[config.mk]
export PLATFORM = sky130hd
export DESIGN_NAME = step_motor_ctrl_top
export DESIGN_NICKNAME = d
export VERILOG_FILES = /design/src/rtl/step_motor_ctrl_top.sv
export SDC_FILE = /design/constraint.sdc
export NUM_CORES = 1
export LEC_CHECK = 0
export ABC_AREA = 0
export CORE_MARGIN = 3
export CORE_UTILIZATION = 35
export DETAILED_ROUTE_END_ITERATION = 16
export GPL_TIMING_DRIVEN = 0
export PLACE_DENSITY_LB_ADDON = 0.05
export SLEW_MARGIN = 15
export SYNTH_ARGS = -nofsm -noshare
export SYNTH_HDL_FRONTEND = slang
export SYNTH_SLANG_ARGS = --single-unit
[constraint.sdc]
create_clock -name clk -period 3.9 [get_ports clk]
set_input_delay 0.585 -clock clk [delete_from_list [all_inputs] [get_ports clk]]
set_output_delay 0.585 -clock clk [all_outputs]
set_load 0.03 [all_outputs]
[src/rtl/step_motor_ctrl_top.sv]
// Unipolar 4-coil stepper controller: continuous run at 10..60 RPM, full/half step,
// one-shot quarter turn while idle, RPM tens digit on an active-low seven-segment display.
module step_motor_ctrl_top #(
  parameter int unsigned CLK_HZ        = 50_000_000,
  parameter int unsigned STEPS_PER_REV = 200
) (
  input  logic       clk,
  input  logic       resetb,
  input  logic       direction,
  input  logic       speed_sel,
  input  logic       on,
  input  logic       quarter,
  input  logic       step_size,
  output logic [6:0] sev_seg_o,
  output logic [6:0] sev_seg_t,
  output logic [3:0] pulses_out
);

  localparam logic [63:0] NumFull = 64'(CLK_HZ) * 64'd60;
  localparam logic [63:0] NumHalf = 64'(CLK_HZ) * 64'd30;
  localparam logic [63:0] Spr     = 64'(STEPS_PER_REV);
  localparam logic [15:0] QFull   = 16'(STEPS_PER_REV / 4);
  localparam logic [15:0] QHalf   = 16'(STEPS_PER_REV / 2);

  function automatic logic [3:0] phase(input logic [2:0] i);
    logic [3:0] p;
    unique case (i)
      3'd0: p = 4'b0001;
      3'd1: p = 4'b0011;
      3'd2: p = 4'b0010;
      3'd3: p = 4'b0110;
      3'd4: p = 4'b0100;
      3'd5: p = 4'b1100;
      3'd6: p = 4'b1000;
      3'd7: p = 4'b1001;
    endcase
    return p;
  endfunction

  function automatic logic [6:0] seg(input logic [2:0] d);
    logic [6:0] s;
    case (d)
      3'd2:    s = 7'b0100100;
      3'd3:    s = 7'b0110000;
      3'd4:    s = 7'b0011001;
      3'd5:    s = 7'b0010010;
      3'd6:    s = 7'b0000010;
      default: s = 7'b1111001;
    endcase
    return s;
  endfunction

  // rpm_q holds RPM/10 (1..6)
  logic [2:0]  rpm_q, rpm_d, rpm_nxt;
  logic        up_q, up_d;
  logic [2:0]  idx_q, idx_d;
  logic [31:0] timer_q, timer_d;
  logic [3:0]  pulses_q, pulses_d;
  logic [6:0]  seg_t_q, seg_t_d;
  logic        busy_q, busy_d, dwell_q, dwell_d;
  logic        qdir_q, qdir_d, qfull_q, qfull_d;
  logic [15:0] qcnt_q, qcnt_d;
  logic        spd_cur_q, spd_prev_q, qtr_cur_q, qtr_prev_q, on_prev_q;

  logic        speed_edge, quarter_edge, on_rise;
  logic        active, eff_dir, eff_full, step_evt, advance;
  logic [31:0] p_full, p_half, period;

  assign speed_edge   = spd_cur_q & ~spd_prev_q;
  assign quarter_edge = qtr_cur_q & ~qtr_prev_q;
  assign on_rise      = on & ~on_prev_q;
  assign active       = on | busy_q;
  // A quarter turn uses the mode latched at its press, not the live inputs
  assign eff_dir      = busy_q ? qdir_q : direction;
  assign eff_full     = busy_q ? qfull_q : step_size;

  // Step period lookup; every arm divides constants only, so no divider is built
  always_comb begin
    p_full = 32'(NumFull / (64'd10 * Spr));
    p_half = 32'(NumHalf / (64'd10 * Spr));
    case (rpm_q)
      3'd2: begin p_full = 32'(NumFull / (64'd20 * Spr)); p_half = 32'(NumHalf / (64'd20 * Spr)); end
      3'd3: begin p_full = 32'(NumFull / (64'd30 * Spr)); p_half = 32'(NumHalf / (64'd30 * Spr)); end
      3'd4: begin p_full = 32'(NumFull / (64'd40 * Spr)); p_half = 32'(NumHalf / (64'd40 * Spr)); end
      3'd5: begin p_full = 32'(NumFull / (64'd50 * Spr)); p_half = 32'(NumHalf / (64'd50 * Spr)); end
      3'd6: begin p_full = 32'(NumFull / (64'd60 * Spr)); p_half = 32'(NumHalf / (64'd60 * Spr)); end
      default: ;
    endcase
    period = eff_full ? p_full : p_half;
  end

  assign step_evt = active & (timer_q >= period - 32'd1);
  // The dwell-ending step releases the coils instead of moving
  assign advance  = step_evt & ~(busy_q & dwell_q);

  // Next-state: speed ping-pong, quarter-turn sequencing, timer, phase index, outputs
  always_comb begin
    rpm_d    = rpm_q;
    rpm_nxt  = rpm_q;
    up_d     = up_q;
    idx_d    = idx_q;
    timer_d  = timer_q;
    busy_d   = busy_q;
    dwell_d  = dwell_q;
    qdir_d   = qdir_q;
    qfull_d  = qfull_q;
    qcnt_d   = qcnt_q;

    if (speed_edge) begin
      rpm_nxt = up_q ? rpm_q + 3'd1 : rpm_q - 3'd1;
      rpm_d   = rpm_nxt;
      if (rpm_nxt == 3'd6) up_d = 1'b0;
      else if (rpm_nxt == 3'd1) up_d = 1'b1;
    end

    if (on_rise && busy_q) begin
      busy_d  = 1'b0;
      dwell_d = 1'b0;
      qcnt_d  = '0;
    end else if (quarter_edge && !on && !busy_q) begin
      busy_d  = 1'b1;
      dwell_d = 1'b0;
      qcnt_d  = '0;
      qdir_d  = direction;
      qfull_d = step_size;
    end else if (step_evt && busy_q) begin
      if (dwell_q) begin
        busy_d  = 1'b0;
        dwell_d = 1'b0;
        qcnt_d  = '0;
      end else begin
        qcnt_d = qcnt_q + 16'd1;
        if (qcnt_q + 16'd1 == (qfull_q ? QFull : QHalf)) dwell_d = 1'b1;
      end
    end

    if (!active || step_evt) timer_d = '0;
    else                     timer_d = timer_q + 32'd1;

    if (advance) begin
      if (!eff_full)    idx_d = eff_dir ? idx_q + 3'd1 : idx_q - 3'd1;
      else if (eff_dir) idx_d = (idx_q | 3'd1) + 3'd1;
      else              idx_d = (idx_q - 3'd1) & 3'b110;
    end

    pulses_d = active ? phase(idx_q) : 4'b0000;
    seg_t_d  = seg(rpm_q);
  end

  // State registers with asynchronous clear to the power-on configuration
  always_ff @(posedge clk or negedge resetb) begin
    if (!resetb) begin
      rpm_q      <= 3'd1;
      up_q       <= 1'b1;
      idx_q      <= '0;
      timer_q    <= '0;
      pulses_q   <= '0;
      seg_t_q    <= 7'b1111001;
      busy_q     <= 1'b0;
      dwell_q    <= 1'b0;
      qdir_q     <= 1'b0;
      qfull_q    <= 1'b0;
      qcnt_q     <= '0;
      spd_cur_q  <= 1'b0;
      spd_prev_q <= 1'b0;
      qtr_cur_q  <= 1'b0;
      qtr_prev_q <= 1'b0;
      on_prev_q  <= 1'b0;
    end else begin
      rpm_q      <= rpm_d;
      up_q       <= up_d;
      idx_q      <= idx_d;
      timer_q    <= timer_d;
      pulses_q   <= pulses_d;
      seg_t_q    <= seg_t_d;
      busy_q     <= busy_d;
      dwell_q    <= dwell_d;
      qdir_q     <= qdir_d;
      qfull_q    <= qfull_d;
      qcnt_q     <= qcnt_d;
      spd_cur_q  <= speed_sel;
      spd_prev_q <= spd_cur_q;
      qtr_cur_q  <= quarter;
      qtr_prev_q <= qtr_cur_q;
      on_prev_q  <= on;
    end
  end

  // Speed is always a multiple of ten, so the ones digit is fixed at '0'
  assign sev_seg_o  = 7'b1000000;
  assign sev_seg_t  = seg_t_q;
  assign pulses_out = pulses_q;

endmodule

==> flow_summary.ini <==
[floorplan]
design.core.area_um2 = 13900
dieWidth_um = 125
fp.dieH_um = 125
die_area_um2 = 15700
core.rowCount = 43
initial_utilization_pct = 35.8
io-pin-count = 25

[clock_tree]
cts-root-buf = clkbuf_16
clk_path_buf_depth = 2
htree_levels = 3
hold_buffers = 0
cts_buffers = 9
cts_tree = yes
clk_latency_ps = 350
clk_pin_slew_ps = 60
clock_sinks = 74

[route]
drc = 0
drt-wirelength-per-cell_um = 15.1
dr.first_iter.drc_count = 228
drt_pass1_iterations = 4
vias = 4159
route.final.wire_length_um = 12100
postRouteAntennaNets = 0
vias_per_cell = 5.19

[pwr]
power_leakage_nw = 2.61
power.density_nw_per_um2 = 554
power_mw = 3.30
ir_drop_uv = 318

[cells_and_area]
syn2layout_area_growth_pct = 19.2
fillers = 1369
num-nets-final = 665
antenna_cells = 0
drive_gt1_share_pct = 11.6
instances_no_fill = 802

[timing]
fin_crit_ps = 3650
maxSlewViolCount = 0
slew_headroom_pct = 44.0
setup_viol = 0
min_period_over_period_pct = 93.6
skew_ps = 11.9
tightestPinTransition_ps = 828
setup_tns_ps = 0
rsz0062_at_grt = false
fmaxAchievable_ghz = 0.274
hold_viol_final = 0

[yosys]
yosys.area.top_type = dfrtp_1
syn-cell-area_um2 = 4990
ys.flop_type = dfrtp_1
synth.area.top_cells = dfrtp_1, ha_1, nand2_1
ys_seq_area_share_pct = 37.3
synth_edf_count = 0
syn_inst = 571
synth_top_area_share_pct = 34.1
synthDistinctLibCells = 59
ys_ff_latch = 74
yosys_warnings = 0
syn_area_per_cell_um2 = 8.74
async_flop_share_pct = 100

[status]
status = finished, final reports clean

[setup_path]
crit_family = simple AND/OR/NAND/NOR gates
path_max_fanout = 10
r2r_end = qcnt_q[13]
worstSetupStartpointType = flip-flop
critPathBufInv = 4
reg2reg_slack_ps = 250
endpoint = qcnt_q[13]
r2r_start = busy_q
reg2regPathDepth = 18
crit_cells = 18
required_ps = 4160
worstSetupPathType = reg -> reg
crit_start = busy_q
slowest_stage = or4_1
crit_arrival_ps = 3910
path_cells = buf_6, mux2_2, nor2_4, nand2_1, ha_1, inv_1, nand2_1, a21oi_2, a221oi_2, ha_1, o21ai_0, nor2_1, nor3_2, buf_4, o2111a_1, clkbuf_4, or4_1, o211ai_2
worstSetupEndpointType = flip-flop
slowest_delay_ps = 560

[global_routing]
antenna_found_initial = 0
grt_max_degree = 47
grt_pass1_wl_um = 20900
overflow = 0
grtUsageTotal_pct = 16.4
first_global_vias = 4128

[flow_run]
drv_cap = 0

[place]
port_buffers = 17
post-dp-hpwl_um = 8910
place_congestion = 0.847
dpl.cell_count = 785

[worst_hold_path]
worstHoldPathType = in -> async
[cell type report]
class	count	area, um^2	area share (%)
flip-flops and latches	74	1860	31.3
clock buffers	12	267	4.48
well taps	180	225	3.79
clock inverters	4	120	2.02
multi-input cells	459	3010	50.5
repair buffers	20	205	3.45
plain buffers	36	200	3.37
inverters	17	63.8	1.07
[worst min path at each step]
stage / startpoint / to / slack [ps] / cells past startpoint
after global placement: spd_cur_q / spd_prev_q / 360 / 0
after floorplan: resetb / busy_q / 290 / 0
final: resetb / qcnt_q[15] / 250 / 1
after global routing: resetb / spd_prev_q / 300 / 1
after CTS: resetb / spd_prev_q / 270 / 1
after detailed placement: spd_cur_q / spd_prev_q / 360 / 0
[kinds of logic after synthesis]
group,count (synthesis),share of synthesized area (%)
AOI/OAI and AO/OA,87,11.1
xor gates and xnor gates,42,7.37
DFF,74,37.3
and+or+nand+nor,260,26.3
other,2,0.150
muxes,11,2.33
adders and majority gates,41,10.4
buffers and inverters,54,4.99
[layout by cell type (no fill, tap or decap), drive strengths merged, types with 5 or more instances in the layout]
cell,Yosys,routed
dfrtp,68,68
nand2,66,66
nor2,59,59
ha,40,40
nand3,34,34
clkbuf,21,32
nand4,28,28
a21oi,25,25
o21ai,23,23
xor2,23,23
buf,16,20
xnor2,19,19
conb,2,18
inv,17,17
clkdlybuf4s50,0,15
nor3,15,15
nor4,13,13
o211ai,10,10
and3,8,8
and4,7,7
dfstp,6,6
or4,6,6
mux2i,6,6
mux2,5,5
nor2b,5,5
[flip-flops by register name, indices dropped and copies added (netlist names), 3 cells and up]
| name | flops |
|---|---|
| qcnt_q | 16 |
| rpm_q | 3 |
| pulses_out | 4 |
| sev_seg_t | 6 |
| idx_q | 3 |
| timer_q | 32 |
[Yosys cell counts, drive strengths merged (4+ instances only)]
library cell and instances:
o21ai 23, clkbuf 21, nor3 15, dfrtp 68, nand3 34, nor4 13
and2 4, o211ai 10, mux2i 6, nor2b 5, buf 16, and3 8
mux2 5, xnor2 19, xor2 23, nand2 66, a31oi 4, a21oi 25
inv 17, or4 6, nand4 28, nor2 59, dfstp 6, and4 7
ha 40
[worst register-to-register path, cell delays in order (launching register included)]
cell and delay (ps):
dfrtp_1 340, buf_6 150, mux2_2 410, nor2_4 140, nand2_1 70, ha_1 190
inv_1 80, nand2_1 70, a21oi_2 150, a221oi_2 90, ha_1 310, o21ai_0 80
nor2_1 160, nor3_2 60, buf_4 150, o2111a_1 270, clkbuf_4 200, or4_1 560
o211ai_2 90
[per-layer routing]
layer / share of wire [%] / routed length, um / GRT usage, % / vias up
met1: 47 / 5750 / 21.1 / 1993
met4: 1.6 / 195 / 5.17 / 0
met5: 0 / 0 / 0 / -
li1: - / - / - / 2102
met2: 48 / 5820 / 27.2 / 49
met3: 3.0 / 364 / 3.97 / 15
[per-stage QoR]
| step | utilization (%) | setup WS (ps) | cell area [um^2] | hold WS (ps) |
|---|---|---|---|---|
| detailed placement | 39.2 | -996 | 5460 | 363 |
| global placement | 39.1 | -985 | 5450 | 358 |
| CTS | 42.4 | 7.54 | 5910 | 274 |
| global route | 42.7 | 7.80 | 5950 | 296 |
| floorplan | - | 553 | 5050 | 289 |
| finish | 42.7 | 251 | 5950 | 254 |
[where the power goes]
part / leakage (nW) / switching (mW) / total, mW / internal (mW)
clock network: 0.189 / 0.331 / 1.07 / 0.742
logic: 1.46 / 0.743 / 1.23 / 0.482
registers: 0.962 / 0.0990 / 0.998 / 0.899
total: 2.61 / 1.17 / 3.30 / 2.12
[what timing repair did]
item                                    CTS  global route
endpoints found under the setup margin   53            49
setup buffers                             1             1
pin swaps                                 2             1
gates resized for setup                  15            13
Power figures use the tool's default switching activity.
